## src/rtl/srt4_otf_converter.sv

```systemverilog
// SRT-4 quotient on-the-fly converter.
// Takes one signed radix-4 digit per iteration and keeps Q and QM = Q-1
// up to date, so the corrected quotient is a simple select at the end:
// QM when the final remainder is negative, Q otherwise.
//
// Handshake: a digit transfers on a rising edge where digit_valid and
// digit_ready are both high; digit_ready depends only on the FSM state,
// never on digit_valid, and the producer holds q_mag/q_neg stable while
// digit_valid is high and the digit has not yet transferred.
module srt4_otf_converter #(
    parameter int Q_WIDTH = 32
) (
    input  logic               clk,
    input  logic               rst_n,
    input  logic               start,
    input  logic               digit_valid,
    output logic               digit_ready,
    input  logic [1:0]         q_mag,
    input  logic               q_neg,
    input  logic               rem_valid,
    input  logic               rem_neg,
    output logic               busy,
    output logic [Q_WIDTH-1:0] quotient,
    output logic               q_valid,
    output logic               digit_err
);

    localparam int ITER  = Q_WIDTH / 2;
    localparam int CNT_W = $clog2(ITER + 1);
    localparam logic [CNT_W-1:0] LAST_CNT = CNT_W'(ITER - 1);

    localparam logic [1:0] IDLE     = 2'd0;
    localparam logic [1:0] COLLECT  = 2'd1;
    localparam logic [1:0] WAIT_REM = 2'd2;
    localparam logic [1:0] DONE     = 2'd3;

    // State register is left visible by name so checkers can bind to it.
    logic [1:0]         state;
    logic [Q_WIDTH-1:0] q_r;
    logic [Q_WIDTH-1:0] qm_r;
    logic [CNT_W-1:0]   count_r;

    logic               illegal;
    logic [1:0]         mag_eff;
    logic               q_from_qm;
    logic               qm_from_q;
    logic [1:0]         q_tail;
    logic [1:0]         qm_tail;
    logic [Q_WIDTH-1:0] q_src;
    logic [Q_WIDTH-1:0] qm_src;
    logic [Q_WIDTH-1:0] q_next;
    logic [Q_WIDTH-1:0] qm_next;
    logic               accept;

    assign digit_ready = (state == COLLECT);
    assign busy        = (state == COLLECT) || (state == WAIT_REM);
    assign q_valid     = (state == DONE);
    assign accept      = digit_valid && digit_ready;

    // Decode the digit and pick the source register and appended bits for Q and QM.
    // Negative digits borrow from QM; the appended pair is d mod 4 (Q) and (d-1) mod 4 (QM).
    always_comb begin
        illegal   = (q_mag == 2'b11);
        mag_eff   = illegal ? 2'b00 : q_mag;
        q_from_qm = 1'b0;
        qm_from_q = 1'b0;
        q_tail    = 2'b00;
        qm_tail   = 2'b11;
        if (mag_eff != 2'b00) begin
            if (!q_neg) begin
                q_tail    = mag_eff;
                qm_from_q = 1'b1;
                qm_tail   = mag_eff - 2'd1;
            end else begin
                q_from_qm = 1'b1;
                q_tail    = ~mag_eff + 2'd1;
                qm_tail   = ~mag_eff;
            end
        end
        q_src   = q_from_qm ? qm_r : q_r;
        qm_src  = qm_from_q ? q_r : qm_r;
        q_next  = {q_src[Q_WIDTH-3:0], q_tail};
        qm_next = {qm_src[Q_WIDTH-3:0], qm_tail};
    end

    // FSM, Q/QM pair, digit counter, sticky error flag and the held quotient.
    always_ff @(posedge clk) begin
        if (!rst_n) begin
            state     <= IDLE;
            q_r       <= '0;
            qm_r      <= '1;
            count_r   <= '0;
            quotient  <= '0;
            digit_err <= 1'b0;
        end else if (start) begin
            // Start from any state re-initialises; a same-cycle digit is dropped.
            state     <= COLLECT;
            q_r       <= '0;
            qm_r      <= '1;
            count_r   <= '0;
            digit_err <= 1'b0;
        end else begin
            case (state)
                COLLECT: begin
                    if (accept) begin
                        q_r     <= q_next;
                        qm_r    <= qm_next;
                        count_r <= count_r + CNT_W'(1);
                        if (illegal) begin
                            digit_err <= 1'b1;
                        end
                        if (count_r == LAST_CNT) begin
                            state <= WAIT_REM;
                        end
                    end
                end
                WAIT_REM: begin
                    if (rem_valid) begin
                        quotient <= rem_neg ? qm_r : q_r;
                        state    <= DONE;
                    end
                end
                DONE: begin
                    state <= IDLE;
                end
                default: begin
                    state <= IDLE;
                end
            endcase
        end
    end

endmodule

```

## config.mk

```make
export PLATFORM = sky130hd
export DESIGN_NAME = srt4_otf_converter
export DESIGN_NICKNAME = d
export VERILOG_FILES = /design/src/rtl/srt4_otf_converter.sv
export SDC_FILE = /design/constraint.sdc
export NUM_CORES = 1
export LEC_CHECK = 0
export BUFFER_PORTS_ARGS = -buffer_cell sky130_fd_sc_hd__buf_2
export CAP_MARGIN = 10
export CORE_ASPECT_RATIO = 1.1
export CORE_UTILIZATION = 50
export DETAILED_ROUTE_END_ITERATION = 10
export PLACE_DENSITY = 0.69
export SYNTH_ARGS = -nofsm -noshare
export SYNTH_HDL_FRONTEND = slang
export SYNTH_SLANG_ARGS = --single-unit
```

## constraint.sdc

```tcl
create_clock -name clk -period 1.98 [get_ports clk]
set_input_delay 0.099 -clock clk [delete_from_list [all_inputs] [get_ports clk]]
set_output_delay 0.099 -clock clk [all_outputs]
set_load 0.02 [all_outputs]
```

==> results of run 1 <==
==> cell usage after synthesis, types with 5 or more instances <==
library cell,number,share of area
sky130_fd_sc_hd__a21oi_1,36,0.039
sky130_fd_sc_hd__a2bb2oi_1,30,0.057
sky130_fd_sc_hd__buf_2,27,0.029
sky130_fd_sc_hd__clkbuf_1,5,0.0041
sky130_fd_sc_hd__dfxtp_1,104,0.45
sky130_fd_sc_hd__ha_1,9,0.024
sky130_fd_sc_hd__inv_1,7,0.0057
sky130_fd_sc_hd__mux2i_1,92,0.20
sky130_fd_sc_hd__nand2_1,41,0.033
sky130_fd_sc_hd__nor2_1,8,0.0065
sky130_fd_sc_hd__o211a_1,32,0.069
sky130_fd_sc_hd__o21ai_0,31,0.034
==> path summary, 6_finish.rpt <==
kind	end	startpoint	slack, ps	depth (start not counted)
max	state[0]	count_r[0]	360	6
min	state[0]	start	70	2
max reg2reg	state[0]	count_r[0]	360	6
min reg2reg	q_r[1]	q_r[1]	500	2
==> kinds of logic after synthesis <==
logic type	count (synthesis)	synth area share
buffers and inverters	47	0.05390
adder cells (fa/ha/maj)	9	0.02438
multiplexers	92	0.1993
AO/OA/AOI/OAI	136	0.2091
XOR/XNOR	2	0.003793
flip-flops	104	0.4507
AND/OR/NAND/NOR	63	0.05878
==> power breakdown <==
group	leakage, uW	internal [uW]	switching, uW
clock	0.000106	723	752
sequential	0.000842	2130	32.5
combinational	0.00158	209	251
==> layout make-up <==
class,instances,area [sq um],share of cell area
clock buffers,9,123.9,0.02391
clock inverters,7,101.3,0.01957
inverters,7,26.28,0.005072
multi-input cells,302,2306,0.4452
flip-flops and latches,104,2082,0.4019
well taps,114,142.6,0.02754
repair buffers,56,397.9,0.07681
==> registers in the layout, summed over array words and instances, names as in the netlist <==
register,count
q_r,32
digit_err,1
quotient,32
qm_r,32
count_r,5
state,2
==> critical path, stage by stage, from the launching register on <==
cell                       delay, ps
sky130_fd_sc_hd__dfxtp_1         350
sky130_fd_sc_hd__ha_1            220
sky130_fd_sc_hd__and3_1          180
sky130_fd_sc_hd__ha_1            170
sky130_fd_sc_hd__a21boi_0        330
sky130_fd_sc_hd__o21ai_0         130
sky130_fd_sc_hd__o311a_1         140
==> routing by layer <==
layer	up-vias	global-route usage	share of wire
met5	-	0	0
met4	0	0.08521	0.017
met3	10	0.03319	0.024
met2	42	0.3411	0.47
met1	1586	0.2544	0.49
li1	1698	-	-
==> metrics by stage <==
stage                     utilization  instance area, sq um
after floorplan                     -                  4619
after detailed placement       0.5556                  4955
after global placement         0.5556                  4955
after global routing           0.5808                  5180
final                          0.5808                  5180
after CTS                      0.5808                  5180
==> flow_results.org, run 1 <==
** Cells and area
- From synthesis to final layout, the design area changed by 12.13%.
- The top cell types in the final layout, fill and taps aside, are 104 x sky130_fd_sc_hd__dfxtp_1, 92 x sky130_fd_sc_hd__mux2i_1, 44 x sky130_fd_sc_hd__buf_2.
- Number of nets in the layout :: 498
- After the flow finishes, the layout carries non-filler instances totaling 599.
- Number of filler instances in the final layout :: 816
- Number of antenna diodes :: 0
- Share of cells above drive strength 1 :: 0.1567
- Leaving out fill and tap cells, the most frequent cell in the layout is sky130_fd_sc_hd__dfxtp_1.

** Timing
- Final Hold Violating Endpoints :: 0
- Setup slack closes at 360.0 ps.
- For the pin with the worst max-slew slack, the measured transition is 381.9 ps.
- In the finished design, the share of the clock period the worst path needs comes to 0.8182.
- In the final timing run, aggregate negative setup slack is 0 ps.
- Timing would allow up to 617.3 MHz.
- Headroom to the max-slew limit came out at 0.7431.
- Final setup viols :: 0
- Between clock sinks in the finished design, the worst skew comes to 9.926 ps.
- RSZ-0062 raised after global routing :: false
- Final period demand of the worst path :: 1620 ps
- On the final layout, the worst hold slack is 65.45 ps.
- The number of slew-limit violations in the final report came to 0.

** Global routing
- The first global-routing pass estimated 14950 microns of wire.
- Global routing finished with a remaining overflow of 0.
- Antenna violations before repair :: 0
- Vias in the first global route :: 3166
- Overall fraction of global-route tracks in use :: 0.2009
- Largest net degree at the start of global routing :: 65

** Clock tree
- The clock passes through at most 2 buffers.
- CTS Sinks :: 104
- Clock latency on the worst-skew pair :: 370 ps
- Post-cts sizing count :: 0
- Clk Tree Root Cell :: sky130_fd_sc_hd__clkbuf_8
- H-tree level count :: 3
- TritonCTS built the clock tree.
- Clock input transition at the sequential cells of the worst setup and hold paths :: 90 ps
- # hold bufs at CTS :: 0
- Postcts setup bufs :: 0
- The number of clock buffers added by TritonCTS is 9.

** Synth
- Netlist area before placement :: 4619 sq um
- Number of warnings printed during yosys synthesis :: 0
- A synthesized cell averages 10.20 sq um.
- The share of the Yosys chip area taken by registers is 0.4507.
- Synthesis handed over a netlist of 453 instances.
- EDFF count, synth :: 0
- In the synthesized netlist the dominant register cell turns out to be sky130_fd_sc_hd__dfxtp_1.
- After synthesis, the netlist uses 31 different library cells.
- Number of storage elements in the synthesis netlist :: 104
- For this run, asynchronously set or reset flops after synthesis account for 0.
- When the netlist entered floorplanning its net count stood at 471.

** Worst setup path
- Critical Path End Type :: flop
- CP Data Required Time :: 2240 ps
- Max Fanout on Critical Path :: 4
- The critical path is of the reg2reg type.
- Worst Path Arrival :: 1880 ps
- The worst setup path is launched from a flop.

** Drt
- Via count of the routed design :: 3336
- Violation count after the first detailed-route iteration :: 110
- Number of nets with antenna violations after detailed routing :: 0
- Routed vias/inst :: 5.569
- The first TritonRoute pass finished after 4 iterations.
- Total DRC errors in the routed layout :: 0
- Wires add up to 9129 microns.
- Average wire per cell in the routed design :: 15.24 microns

** Floorplanning
- Standard-cell row count :: 36
- Die outline width :: 93.65 microns
- The die is 102.8 microns tall.
- Die footprint :: 9628 sq um
- Core ar. :: 8919 sq um
- Count of boundary I/O pins :: 45
- Starting density of the core :: 0.5180

** Placed design
- The congestion estimate from routability-driven global placement came to 0.7253.
- HPWL Detailed :: 5721 microns
- Count of placed standard cells including taps :: 583
- Worst slack after detailed placement :: 375.5 ps
- PortBufs :: 44

** Worst hold path
- The tightest min-delay check is of the in2reg type.

** Power
- Overall power consumption :: 4097 uW
- Cell leakage power :: 0.002524 uW
- Maximum vdd drop :: 479.4 uV
- Dividing total power by cell area gives a power density of 790.9 nW/um^2.

** Status
- Run status :: complete, no violations

** Run
- The tool flagged a number of max-cap violations equal to 0.
(Power assumes the default switching activity.)
==> inputs of run 2 (changes only) <==
- PLACE_DENSITY: 0.69 -> 0.72
- clock period: 1.98 -> 1.3 ns (I/O delays scaled with it)
==> run 2 against run 1 <==
Net effect:
- setup slack worse by 490 ps
- routed wire length is 21% higher
- non-clock buffer count is 33 higher
- the flow now finishes with violations (setup timing)
- sequential cell count stayed put
- count of clock-buffer cells in the layout is 3 higher
- clock skew is 4.9 ps higher
- combinational power is 93% higher
==> flow_results.org, run 2 (synthesis gave the netlist of run 1 again) <==
** Status
- Run status :: complete, but fails checks
- The checks that failed: setup timing.

** Global routing
- First-pass GRT wire length :: 15810 microns (+5.7%)
- The pin count of the biggest net entering global routing came to 39 (-40%).
- GR met1 Demand/Resource :: 0.2752 (+0.02086)
- The total grt overflow is 0 (unchanged).
- The via count of the first global-routing pass was 3212 (+1.5%).
- Met3 track utilization from global routing :: 0.04130 (+0.008112)
- In this run the most used layer during global routing was met2.
- Overall fraction of global-route tracks in use :: 0.2123 (+0.01132)
- Antenna violations before repair :: 0 (unchanged)
- Global routing met2 resource utilization :: 0.3546 (+0.01357)

** Cells and area
- The library cell used most frequently in the layout, excluding fill and tap cells, is sky130_fd_sc_hd__dfxtp_1.
- The share of post-route cells with drive strength above 1 is 0.3095 (+0.1528).
- The largest registers in the layout are q_r: 32 flops, qm_r: 32 flops, quotient: 32 flops.
- Number of nets in the layout :: 531 (+6.6%)
- Most frequent cells in the layout :: 100 x sky130_fd_sc_hd__dfxtp_1, 92 x sky130_fd_sc_hd__mux2i_1, 41 x sky130_fd_sc_hd__buf_2
- The number of diodes added for antenna fixing was 0 (unchanged).
- Compared with the post-synthesis result, the final layout area differs by 28.49%.

** Timing
- Slew margin rel. :: 0.7882 (+0.04503)
- The actual transition at the worst max-transition pin came to 308.9 ps (-72.96 ps).
- The hold violation count in the final report came to 0 (unchanged).
- Final worst-path cycle share :: 1.101 (+0.2825)
- Worst hold slack across all endpoints :: 55.66 ps (-9.785 ps)
- Final period demand of the worst path :: 1431 ps (-189.1 ps)
- The maximum clock rate came to 698.8 MHz (+13%).
- Final setup viols :: 102 (+102)
- The clock tree skew after final layout came to 14.80 ps (+4.874 ps).
- Setup repair after global routing could not meet its margin everywhere.
- The number of slew-limit violations in the final report came to 0 (unchanged).
- The worst setup margin came to -131.0 ps (-490.9 ps).

** Placed design
- RePlAce Congestion :: 0.7931 (+9.3%)
- The total of buffers placed on input and output ports is 44 (unchanged).
- The estimated wirelength of the detail-placed design is 5732 microns (+0.19%).
- Worst slack after detailed placement :: -126.1 ps (-501.6 ps)

** Worst hold path
- The min-delay analysis places its worst path in the category in2reg.
- Number of stages on the worst hold path :: 4 (+2)

** Power
- Maximum vdd drop :: 630.1 uV (+31%)
- The areal power density over the cells came to 1085 nW/um^2 (+37%).
- The reported leakage power is 0.002875 uW (+14%).

** Worst setup path
- The worst reg2reg path depth came to 6 (unchanged).
- Critical Path End Type :: flop
- Sort of element at the start of the critical path :: flop
- The critical path in this run is classified as reg2reg.
- Cell at the slowest stage of the critical path :: sky130_fd_sc_hd__or3_4
- CP most frequent cell :: sky130_fd_sc_hd__ha_4
- The critical path goes through ha_4, and3_4, ha_4, a21boi_4, or3_4, a21oi_2.
- The signal arrival time at the worst endpoint was 1740 ps (-140 ps).
- The required time at the worst-slack endpoint is 1610 ps (-630 ps).
- Largest incremental delay on the critical path :: 370 ps (+20 ps)
- The top fanout value on the critical path came to 3 (-1).

** Drt
- The final antenna-violating net count is 0 (unchanged).
- Total detailed-routing wirelength :: 11050 microns (+21%)
- Violation count after the first detailed-route iteration :: 178 (+62%)
- The DRC violation count after routing was 0 (unchanged).
- Via count of the routed design :: 3614 (+8.3%)
- Routed vias/inst :: 5.727 (+2.8%)
- Number of iterations in the first detailed-routing pass :: 4 (unchanged)
- The routed length per placed instance came to 17.50 microns (+15%).

** Run
- The max-capacitance violation count is 0 (unchanged).

** Floorplanning
- Die Span Y :: 102.8 microns (unchanged)
- The area inside the core boundary was 8919 sq um (unchanged).
- The horizontal die dimension is 93.65 microns (unchanged).
- The count of pins on the block boundary is 45 (unchanged).
- The die footprint is 9628 sq um (unchanged).
- The row count came to 36 (unchanged).
- The initial standard-cell utilization of the core is 0.5180 (unchanged).

** Clock tree
- Deepest clock path buffer count :: 2 (unchanged)
- The tree is rooted in a sky130_fd_sc_hd__clkbuf_8.
- The clock net sink count came to 104 (unchanged).
- TritonCTS built the clock tree.
- Clock latency on the worst-skew pair :: 380 ps (about the same)
- H-tree level count :: 3 (unchanged)
- The clock slew at the register clock pins of the worst setup and hold paths was 90 ps (about the same).
- Number of CTS-inserted buffers :: 9 (unchanged)
-- run 2: changes by cell type in the layout (fill, tap and decap cells not counted), moves of 5 or more --
| cell | change |
|---|---|
| sky130_fd_sc_hd__nand2_2 | +13 |
| sky130_fd_sc_hd__nand2_1 | -23 |
| sky130_fd_sc_hd__buf_4 | +16 |
| sky130_fd_sc_hd__buf_6 | +7 |
| sky130_fd_sc_hd__nand2_4 | +10 |
| sky130_fd_sc_hd__ha_1 | -5 |
| sky130_fd_sc_hd__clkbuf_16 | +5 |
| sky130_fd_sc_hd__o21ai_2 | +13 |
| sky130_fd_sc_hd__o21ai_0 | -28 |
| sky130_fd_sc_hd__o21ai_1 | +15 |
-- run 2: critical path: cells and delay by family (launching register included) --
kind            cells  cell delay (ps)
flops               1              360
fa+ha+maj           2              260
simple gates        2              560
compound gates      2              190
-- run 2: final timing paths --
path | startpoint | to | slack [ps]
worst max-delay path | count_r[1] | state[1] | -130
worst min-delay path | rem_valid | state[0] | 60
worst max register to register | count_r[1] | state[1] | -130
worst min register to register | qm_r[31] | qm_r[31] | 500
-- run 2: report_power, final --
group	total [uW]	switching (uW)	internal, uW
combinational	886	463	423
sequential	3300	56.0	3240
clock	2250	1070	1180
total	6440	1590	4850
-- run 2: per-stage QoR --
| step | TNS, ps | instance area [sq um] | instances | power, uW | util |
|---|---|---|---|---|---|
| after floorplan | -54.23 | 4703 | 453 | 3913 | - |
| after global placement | -4575 | 5127 | 594 | 4099 | 0.5749 |
| after detailed placement | -7035 | 5127 | 594 | 4111 | 0.5749 |
| after CTS | -6612 | 5588 | 622 | 6369 | 0.6265 |
| after global routing | -10850 | 5936 | 631 | 6671 | 0.6655 |
| final | -5993 | 5936 | 631 | 6438 | 0.6655 |
-- run 2: repair_timing --
item | CTS | global route
hold endpoints to repair | 1 | 0
setup endpoints to repair | 84 | 106
resized for setup | 19 | 82
setup buffers | 9 | 2
cloned | 4 | 7
hold buffers | 1 | 0
-- run 2: final cells by class --
cell class,count,area (sq um)
flip-flops and latches,104,2090
clock buffers,12,155.1
well taps,114,142.6
clock inverters,3,65.06
inverters,7,28.78
multi-input cells,302,2567
fillers,701,2983
repair buffers,89,887.1
-- run 2: routing by layer --
| metal | routed length (microns) | up-vias | part of all wire |
|---|---|---|---|
| met4 | 185 | 0 | 0.017 |
| met5 | 0 | - | 0 |
| li1 | - | 1761 | - |
| met1 | 5017 | 1767 | 0.45 |
| met3 | 362 | 15 | 0.033 |
| met2 | 5480 | 71 | 0.50 |
